**config.mk**
```make
export PLATFORM = sky130hd
export DESIGN_NAME = uart_oversample
export DESIGN_NICKNAME = d
export VERILOG_FILES = /design/src/rtl/uart_oversample.sv
export SDC_FILE = /design/constraint.sdc
export NUM_CORES = 1
export LEC_CHECK = 0
export BUFFER_PORTS_ARGS = -buffer_cell sky130_fd_sc_hd__buf_2
export CORE_MARGIN = 2
export CORE_UTILIZATION = 57
export CTS_CLUSTER_SIZE = 16
export DETAILED_ROUTE_END_ITERATION = 10
export HOLD_SLACK_MARGIN = 0.12
export PLACE_DENSITY_LB_ADDON = 0.12
export SLEW_MARGIN = 25
export SYNTH_ARGS = -nofsm -noshare
export SYNTH_HDL_FRONTEND = slang
export SYNTH_SLANG_ARGS = --single-unit
```
**constraint.sdc**
```tcl
create_clock -name clk -period 4.95 [get_ports clk]
set_input_delay 0.99 -clock clk [delete_from_list [all_inputs] [get_ports clk]]
set_output_delay 0.99 -clock clk [all_outputs]
set_load 0.05 [all_outputs]
```
**src/rtl/uart_oversample.sv**
```systemverilog
// Full-duplex UART core: 16x oversampled RX with majority vote, configurable frame, runtime divider.
// Optional internal TX->RX loopback is compiled in when UART_LOOPBACK_EN is defined.
module uart_oversample #(
    parameter int CLOCK_RATE   = 50000000,
    parameter int DEFAULT_BAUD = 115200,
    parameter int DATA_BITS    = 8,
    parameter int OVERSAMPLE   = 16,
    parameter int DIV_WIDTH    = 16
) (
    input  logic                 clk,
    input  logic                 rst,
    input  logic                 rx,
    output logic                 tx,
    input  logic                 tx_start,
    input  logic [DATA_BITS-1:0] tx_data,
    output logic                 tx_ready,
    output logic                 rx_valid,
    output logic [DATA_BITS-1:0] rx_data,
    input  logic                 rx_ack,
    input  logic [1:0]           parity_mode,
    input  logic                 two_stop,
    input  logic                 set_clock_div,
    input  logic [DIV_WIDTH-1:0] user_clock_div,
    output logic [DIV_WIDTH-1:0] clock_div,
    output logic                 rx_busy,
    output logic                 tx_busy,
    output logic                 rx_frame_err,
    output logic                 rx_parity_err,
    output logic                 rx_overrun,
    input  logic                 err_clr,
    input  logic                 loopback
);
    localparam logic [DIV_WIDTH-1:0] DEFAULT_DIV = DIV_WIDTH'(CLOCK_RATE / (OVERSAMPLE * DEFAULT_BAUD) - 1);
    localparam logic [3:0] LAST_TICK = 4'(OVERSAMPLE - 1);
    localparam logic [2:0] LAST_BIT  = 3'(DATA_BITS - 1);

    typedef enum logic [2:0] {TX_IDLE, TX_START, TX_DATA, TX_PARITY, TX_STOP} tx_state_t;
    typedef enum logic [2:0] {RX_IDLE, RX_START, RX_DATA, RX_PARITY, RX_STOP, RX_WAIT_HIGH} rx_state_t;

    tx_state_t            tx_state_q, tx_state_d;
    logic [DIV_WIDTH-1:0] clock_div_q, clock_div_d, tx_cnt_q, tx_cnt_d;
    logic [3:0]           tx_tick_q, tx_tick_d;
    logic [2:0]           tx_bit_q, tx_bit_d;
    logic [DATA_BITS-1:0] tx_shift_q, tx_shift_d;
    logic                 tx_par_q, tx_par_d, tx_en_par_q, tx_en_par_d, tx_two_q, tx_two_d;
    logic                 tx_q, tx_d, tx_tick, tx_bit_end;

    rx_state_t            rx_state_q, rx_state_d;
    logic [DIV_WIDTH-1:0] rx_cnt_q, rx_cnt_d;
    logic [3:0]           rx_tick_q, rx_tick_d;
    logic [2:0]           rx_bit_q, rx_bit_d;
    logic [DATA_BITS-1:0] rx_shift_q, rx_shift_d, rx_data_q, rx_data_d;
    logic [1:0]           rx_pmode_q, rx_pmode_d;
    logic                 rx_meta_q, rx_sync_q, rx_in;
    logic                 rx_v7_q, rx_v7_d, rx_v8_q, rx_v8_d, rx_par_bad_q, rx_par_bad_d;
    logic                 rx_valid_q, rx_valid_d, ferr_q, ferr_d, perr_q, perr_d, ovr_q, ovr_d;
    logic                 rx_tick, rx_sample, rx_bit_end, rx_maj, deliver, ferr_set;

`ifdef UART_LOOPBACK_EN
    assign rx_in = loopback ? tx_q : rx;
    assign tx    = loopback ? 1'b1 : tx_q;
`else
    logic unused_loopback;
    assign unused_loopback = loopback;
    assign rx_in = rx;
    assign tx    = tx_q;
`endif

    assign clock_div     = clock_div_q;
    assign tx_busy       = (tx_state_q != TX_IDLE);
    assign tx_ready      = (tx_state_q == TX_IDLE);
    assign rx_busy       = (rx_state_q != RX_IDLE);
    assign rx_valid      = rx_valid_q;
    assign rx_data       = rx_data_q;
    assign rx_frame_err  = ferr_q;
    assign rx_parity_err = perr_q;
    assign rx_overrun    = ovr_q;

    always_comb begin
        clock_div_d = set_clock_div ? user_clock_div : clock_div_q;
        tx_state_d  = tx_state_q;
        tx_cnt_d    = tx_cnt_q;
        tx_tick_d   = tx_tick_q;
        tx_bit_d    = tx_bit_q;
        tx_shift_d  = tx_shift_q;
        tx_par_d    = tx_par_q;
        tx_en_par_d = tx_en_par_q;
        tx_two_d    = tx_two_q;
        tx_tick     = (tx_cnt_q == '0);
        tx_bit_end  = tx_tick && (tx_tick_q == LAST_TICK);
        if (tx_state_q != TX_IDLE) begin
            tx_cnt_d = tx_tick ? clock_div_q : tx_cnt_q - 1'b1;
            if (tx_tick) tx_tick_d = tx_tick_q + 4'd1;
        end
        case (tx_state_q)
            TX_IDLE: if (tx_start) begin
                tx_state_d  = TX_START;
                tx_cnt_d    = clock_div_q;
                tx_tick_d   = '0;
                tx_shift_d  = tx_data;
                tx_par_d    = (^tx_data) ^ (parity_mode == 2'b10);
                tx_en_par_d = (parity_mode == 2'b01) || (parity_mode == 2'b10);
                tx_two_d    = two_stop;
            end
            TX_START: if (tx_bit_end) begin
                tx_state_d = TX_DATA;
                tx_bit_d   = '0;
            end
            TX_DATA: if (tx_bit_end) begin
                tx_shift_d = tx_shift_q >> 1;
                tx_bit_d   = tx_bit_q + 3'd1;
                if (tx_bit_q == LAST_BIT) begin
                    tx_state_d = tx_en_par_q ? TX_PARITY : TX_STOP;
                    tx_bit_d   = '0;
                end
            end
            TX_PARITY: if (tx_bit_end) begin
                tx_state_d = TX_STOP;
                tx_bit_d   = '0;
            end
            TX_STOP: if (tx_bit_end) begin
                if (tx_two_q && tx_bit_q == 3'd0) tx_bit_d = 3'd1;
                else tx_state_d = TX_IDLE;
            end
            default: tx_state_d = TX_IDLE;
        endcase
        if (set_clock_div) tx_state_d = TX_IDLE;
        // Line level is registered from the next state so it changes on the same edge as the state.
        case (tx_state_d)
            TX_START:  tx_d = 1'b0;
            TX_DATA:   tx_d = tx_shift_d[0];
            TX_PARITY: tx_d = tx_par_d;
            default:   tx_d = 1'b1;
        endcase
    end

    always_comb begin
        rx_state_d   = rx_state_q;
        rx_cnt_d     = rx_cnt_q;
        rx_tick_d    = rx_tick_q;
        rx_bit_d     = rx_bit_q;
        rx_shift_d   = rx_shift_q;
        rx_pmode_d   = rx_pmode_q;
        rx_v7_d      = rx_v7_q;
        rx_v8_d      = rx_v8_q;
        rx_par_bad_d = rx_par_bad_q;
        deliver      = 1'b0;
        ferr_set     = 1'b0;
        rx_tick      = (rx_cnt_q == '0);
        rx_sample    = rx_tick && (rx_tick_q == 4'd9);
        rx_bit_end   = rx_tick && (rx_tick_q == LAST_TICK);
        rx_maj       = (rx_v7_q & rx_v8_q) | (rx_v7_q & rx_sync_q) | (rx_v8_q & rx_sync_q);
        if (rx_state_q != RX_IDLE && rx_state_q != RX_WAIT_HIGH) begin
            rx_cnt_d = rx_tick ? clock_div_q : rx_cnt_q - 1'b1;
            if (rx_tick) rx_tick_d = rx_tick_q + 4'd1;
            if (rx_tick && rx_tick_q == 4'd7) rx_v7_d = rx_sync_q;
            if (rx_tick && rx_tick_q == 4'd8) rx_v8_d = rx_sync_q;
        end
        case (rx_state_q)
            RX_IDLE: if (!rx_sync_q) begin
                rx_state_d   = RX_START;
                rx_cnt_d     = clock_div_q;
                rx_tick_d    = '0;
                rx_pmode_d   = parity_mode;
                rx_par_bad_d = 1'b0;
            end
            RX_START: begin
                if (rx_sample && rx_maj) rx_state_d = RX_IDLE;
                else if (rx_bit_end) begin
                    rx_state_d = RX_DATA;
                    rx_bit_d   = '0;
                end
            end
            RX_DATA: begin
                if (rx_sample) rx_shift_d = {rx_maj, rx_shift_q[DATA_BITS-1:1]};
                if (rx_bit_end) begin
                    rx_bit_d = rx_bit_q + 3'd1;
                    if (rx_bit_q == LAST_BIT)
                        rx_state_d = (rx_pmode_q == 2'b01 || rx_pmode_q == 2'b10) ? RX_PARITY : RX_STOP;
                end
            end
            RX_PARITY: begin
                if (rx_sample) rx_par_bad_d = ((^rx_shift_q) ^ rx_maj) != (rx_pmode_q == 2'b10);
                if (rx_bit_end) rx_state_d = RX_STOP;
            end
            RX_STOP: if (rx_sample) begin
                deliver    = rx_maj;
                ferr_set   = !rx_maj;
                rx_state_d = rx_maj ? RX_IDLE : RX_WAIT_HIGH;
            end
            RX_WAIT_HIGH: if (rx_sync_q) rx_state_d = RX_IDLE;
            default: rx_state_d = RX_IDLE;
        endcase
        if (set_clock_div) begin
            rx_state_d = RX_IDLE;
            deliver    = 1'b0;
            ferr_set   = 1'b0;
        end
        rx_valid_d = rx_valid_q && !rx_ack;
        rx_data_d  = rx_data_q;
        ovr_d      = ovr_q && !err_clr;
        // An ack in the delivery cycle frees the holding register, so the new byte is kept.
        if (deliver) begin
            if (rx_valid_d) ovr_d = 1'b1;
            else begin
                rx_valid_d = 1'b1;
                rx_data_d  = rx_shift_q;
            end
        end
        perr_d = (perr_q && !err_clr) || (deliver && rx_par_bad_q);
        ferr_d = (ferr_q && !err_clr) || ferr_set;
    end

    always_ff @(posedge clk) begin
        if (!rst) begin
            clock_div_q <= DEFAULT_DIV;
            tx_state_q  <= TX_IDLE;
            tx_cnt_q    <= '0;
            tx_tick_q   <= '0;
            tx_bit_q    <= '0;
            tx_shift_q  <= '0;
            tx_par_q    <= 1'b0;
            tx_en_par_q <= 1'b0;
            tx_two_q    <= 1'b0;
            tx_q        <= 1'b1;
            rx_meta_q   <= 1'b1;
            rx_sync_q   <= 1'b1;
            rx_state_q  <= RX_IDLE;
            rx_cnt_q    <= '0;
            rx_tick_q   <= '0;
            rx_bit_q    <= '0;
            rx_shift_q  <= '0;
            rx_pmode_q  <= '0;
            rx_v7_q     <= 1'b1;
            rx_v8_q     <= 1'b1;
            rx_par_bad_q <= 1'b0;
            rx_valid_q  <= 1'b0;
            rx_data_q   <= '0;
            ferr_q      <= 1'b0;
            perr_q      <= 1'b0;
            ovr_q       <= 1'b0;
        end else begin
            clock_div_q <= clock_div_d;
            tx_state_q  <= tx_state_d;
            tx_cnt_q    <= tx_cnt_d;
            tx_tick_q   <= tx_tick_d;
            tx_bit_q    <= tx_bit_d;
            tx_shift_q  <= tx_shift_d;
            tx_par_q    <= tx_par_d;
            tx_en_par_q <= tx_en_par_d;
            tx_two_q    <= tx_two_d;
            tx_q        <= tx_d;
            rx_meta_q   <= rx_in;
            rx_sync_q   <= rx_meta_q;
            rx_state_q  <= rx_state_d;
            rx_cnt_q    <= rx_cnt_d;
            rx_tick_q   <= rx_tick_d;
            rx_bit_q    <= rx_bit_d;
            rx_shift_q  <= rx_shift_d;
            rx_pmode_q  <= rx_pmode_d;
            rx_v7_q     <= rx_v7_d;
            rx_v8_q     <= rx_v8_d;
            rx_par_bad_q <= rx_par_bad_d;
            rx_valid_q  <= rx_valid_d;
            rx_data_q   <= rx_data_d;
            ferr_q      <= ferr_d;
            perr_q      <= perr_d;
            ovr_q       <= ovr_d;
        end
    end
endmodule

```
# Word-level counts from Yosys, hierarchy flattened
# Cells that the tools add are included.
dict set report word_totals {
  register_bits 107
  latch_bits 0
  ram_bits 0
  mem_bits_ro 0
  out_inout_bits 32
  elab_cells 194
  memories 0
}
dict set report op_classes {
  addsub 6
  mul 0
  div_mod_pow 0
  order_cmp 0
  n_eq_ne 40
  n_shift 0
  n_mux 65
  n_bitwise 10
  n_reduce_logical 46
}
# cell count
set ops {}
lappend ops {{16-bit two-way mux} 8}
lappend ops {{3-bit two-way mux} 27}
lappend ops {{16-bit zero test} 2}
lappend ops {{4-bit two-way mux} 8}
lappend ops {{16-bit by 1-bit subtractor with 16-bit output, second input constant} 2}
lappend ops {{2-bit inequality test, second input constant} 13}
lappend ops {{3-bit by 2-bit == test with 1-bit output, second input constant} 6}
lappend ops {{3-bit one-hot mux with 6 select lines} 1}
lappend ops {{4-bit == test, second input constant} 4}
lappend ops {{8-bit two-way mux} 2}
lappend ops {{8-bit one-hot mux with 2 select lines} 1}
lappend ops {{8-bit parity} 2}
lappend ops {{3-bit == test, second input constant} 5}
lappend ops {{3-bit one-hot mux with 5 select lines} 1}
lappend ops {{1-bit logical AND} 13}
lappend ops {{1-bit two-way mux} 13}
lappend ops {{2-bit AND reduction} 6}
lappend ops {{3-bit by 1-bit == test with 1-bit output, second input constant} 3}
lappend ops {{3-bit zero test} 3}
lappend ops {{3-bit one-hot mux with 3 select lines} 1}
lappend ops {{3-bit nonzero test} 3}
lappend ops {{4-bit by 1-bit adder with 4-bit output, second input constant} 2}
lappend ops {{7-bit AND reduction} 1}
lappend ops {{3-bit by 1-bit adder with 3-bit output, second input constant} 2}
lappend ops {{other kinds (20)} 38}

# Longest topological paths before layout
dict set report logic_depth {
  ltp_word 8
  mapped_depth 9
  depth_no_buf 8
}

# Worst setup path after synthesis
# OpenSTA, ideal clock, no wires.
dict set report synth_path {
  path_kind {reg2out}
  startpoint {register tx_state_q[0]}
  endpoint {output tx_busy}
  arrival_time_ps 1645
  required_time_ps 3960
  setup_slack_ps 2315
  path_stages_with_launch 5
  path_buffers 3
  cell_sequence {dfxtp_1 clkbuf_1 or3_1 clkbuf_1 buf_1}
}
dict set report synth_via {
  elab_chain_len 1
}
# item line
set synth_lines {}
lappend synth_lines {{start: declaration} 40} ;# tx_state_t tx_state_q, tx_state_d;
lappend synth_lines {{start signal: assignment} 244} ;# tx_state_q <= tx_state_d;
lappend synth_lines {{3-bit nonzero test} 70} ;# assign tx_busy = (tx_state_q != TX_IDLE);
lappend synth_lines {{end: declaration} 26} ;# output logic tx_busy,
# Every way passes these cells.

# Worst setup path in the final report
dict set report layout_path {
  startpoint {register tx_state_q[0]}
  endpoint {output tx_ready}
}
dict set report layout_via {
  elab_chain_len 1
}
# item line
set layout_lines {}
lappend layout_lines {{3-bit zero test} 71} ;# assign tx_ready = (tx_state_q == TX_IDLE);
lappend layout_lines {{end: declaration} 16} ;# output logic tx_ready,
# Every way passes these cells.

==> impl_metrics.yaml <==
die:
  die_area_um2: 10260
  core_um2: 9196
  rows: 35
  die_w_um: 101.3
  io_pins: 67
  die_h_um: 101.3
  start_util_pct: 58.69
logic_synthesis:
  synthTopCellsByArea: "dfxtp_1, nor2_1, mux2i_1, nand2_1, a21oi_1"
  netlist_instances: 639
  yosysWarnings: 0
  ys_seq_area_share_pct: 39.68
  synth_top_area_share_pct: 39.68
  async_flop_share_pct: 0
  ys_ff_latch: 107
  yosysUniqueCellTypes: 65
  synth_enable_flop_cells: 0
  syn_area_um2: 5398
  synth.avg_cell_area_um2: 8.447
  yosys.area.top_type: "dfxtp_1"
  yosys_most_used_dff: "dfxtp_1"
  syn_nets: 687
sta:
  worstMarginPinSlew_ps: 1037
  setup-tns-final_ps: 0
  max_freq_mhz: 300.5
  rsz0062_at_grt: "no"
  post-route-period-util_pct: 67.22
  hold_violations: 0
  fin_worst_skew_ps: 4.736
  setup_violations: 0
  maxSlewViolCount: 0
  maxSlewHeadroom_pct: 30.80
  finalCriticalPeriod_ps: 3327
setup_path:
  crit_end: "tx_ready"
  crit_path_start: "tx_state_q[0]$_SDFF_PN0_"
  end_kind: "output port"
  crit_fanout: 20
  cp_data_arrival_time_ps: 2340
  critical_path_class: "register to output port"
  cp.required_ps: 3960
  reg2reg_from: "tx_state_q[0]$_SDFF_PN0_"
  startpoint_type: "register"
  rr_endpoint: "tx_cnt_q[9]$_SDFF_PN0_"
  r2r_slack_ps: 1980
  rr_worst_depth: 6
cts:
  clock_path_buffers: 2
  cts_hold_buffers: 0
  postCtsResizedCells: 0
  root_buffer: "clkbuf_8"
  cts_tree: "built"
  post_cts_buffers: 0
  htree_levels: 3
  clock_latency_ps: 370
  cts.sinks: 107
  cts_buffers: 9
  clkSlewWorstSetupHoldPaths_ps: 100
placed_design:
  placedCellCount: 790
  io_buffers: 65
  place.gp.congestion: 0.9083
  hpwl_mm: 8.982
detailed_routing:
  ant_nets: 0
  drtIter0Drc: 254
  dr.pass1.iters: 5
  vias: 4779
  route.detailed.drc: 0
  wl_per_cell_um: 15.59
  vias_per_cell: 5.937
  wl_mm: 12.55
pwr:
  ir_worst_vdd_v: 0.0001790
  p_leak_nw: 2.403
  powerDensity_nw_per_um2: 306.7
  power.total_mw: 1.826
worst_hold_path:
  hold_depth: 1
  hold_class: "register to register"
global_routing:
  first_global_vias: 4331
  antenna_found_initial: 0
  overflow: 0
  grt_pass1_wl_mm: 20.89
  grt_max_degree: 40
  track_usage_pct: 25.53
cells_and_area:
  n_antenna_cell: 0
  fin_util_pct: 64.75
  syn_to_final_growth_pct: 10.32
  drive_above_1_share_pct: 15.71
  final_cells: 805
  final_nets: 738
status:
  status: "completed"
job:
  max-cap-violations: 0
power breakdown:
part | internal, mW | switching (mW)
combinational | 0.128 | 0.208
clock | 0.233 | 0.302
sequential | 0.903 | 0.0515
cells in the mapped netlist (8+ instances only):
library cell,n
dfxtp_1,107
nor2_1,94
nand2_1,63
a21oi_1,43
mux2i_1,33
o21ai_0,27
xnor2_1,23
clkbuf_1,21
a211oi_1,19
inv_1,18
nand3_1,18
nor3_1,16
ha_1,13
nand2b_1,13
nor4_1,10
xor2_1,10
or3_1,8
critical path, stage by stage, from the launching register on:
cell	delay, ps
dfxtp_1	420
or3_1	710
inv_1	480
buf_2	350
logic make-up after synthesis:
group,Yosys count,share of synthesized area (%)
muxes,35,6.537
AOI/OAI and AO/OA,137,16.34
xor gates and xnor gates,35,6.282
adders and majority gates,14,3.199
buffers and inverters,47,3.523
and+or+nand+nor,264,24.43
DFF,107,39.68
routing by layer:
layer | track usage [%] | wire, um
met5 | 0 | 0
met2 | 41.26 | 5922
met4 | 6.861 | 180
met3 | 5.452 | 538
met1 | 34.83 | 5911
through the flow:
stage               worst slack (ps)  instance area [um2]  hold slack, ps
floorplan                       2315                 5398           386.3
global placement                2035                 5766           393.4
detailed placement              1972                 5766           400.4
CTS                             1640                 5954           424.8
global route                    1509                 5954           440.9
finish                          1623                 5954           421.7
state kept, by name, indices dropped and copies added, names as in the netlist, 4 cells and up:
name / flops
rx_cnt_q: 16
rx_data: 8
tx_tick_q: 4
rx_shift_q: 8
tx_shift_q: 8
tx_cnt_q: 16
rx_tick_q: 4
clock_div: 16
how the worst min path moves through the flow:
| stage | startpoint | endpoint | slack [ps] |
|---|---|---|---|
| global route | rx_meta_q$_SDFF_PN1_ | rx_sync_q$_SDFF_PN1_ | 440 |
| global placement | rx_meta_q$_SDFF_PN1_ | rx_sync_q$_SDFF_PN1_ | 390 |
| floorplan | rx_meta_q$_SDFF_PN1_ | rx_sync_q$_SDFF_PN1_ | 390 |
| detailed placement | rx_meta_q$_SDFF_PN1_ | rx_sync_q$_SDFF_PN1_ | 400 |
| finish | rx_meta_q$_SDFF_PN1_ | rx_sync_q$_SDFF_PN1_ | 420 |
| CTS | rx_meta_q$_SDFF_PN1_ | rx_sync_q$_SDFF_PN1_ | 420 |
area by class of cell:
type | instances | area, um2
fillers | 832 | 3242
multi-input cells | 485 | 3065
flip-flops and latches | 107 | 2142
repair buffers | 68 | 347.8
well taps | 111 | 138.9
clock buffers | 9 | 123.9
inverters | 19 | 71.32
clock inverters | 6 | 65.06
layout by cell type (no fill, tap or decap), drive strengths merged, types with 4 or more instances in the layout:
| cell | n |
|---|---|
| a211oi | 20 |
| a21oi | 43 |
| a22oi | 7 |
| a311oi | 7 |
| a31oi | 6 |
| buf | 68 |
| clkbuf | 9 |
| dfxtp | 107 |
| ha | 13 |
| inv | 21 |
| mux2i | 33 |
| nand2 | 63 |
| nand2b | 13 |
| nand3 | 18 |
| nand3b | 4 |
| nand4 | 8 |
| nor2 | 97 |
| nor2b | 5 |
| nor3 | 17 |
| nor4 | 13 |
| o21ai | 28 |
| o31ai | 4 |
| or2 | 4 |
| or3 | 8 |
| xnor2 | 23 |
| xor2 | 11 |
(Power assumes the default switching activity.)
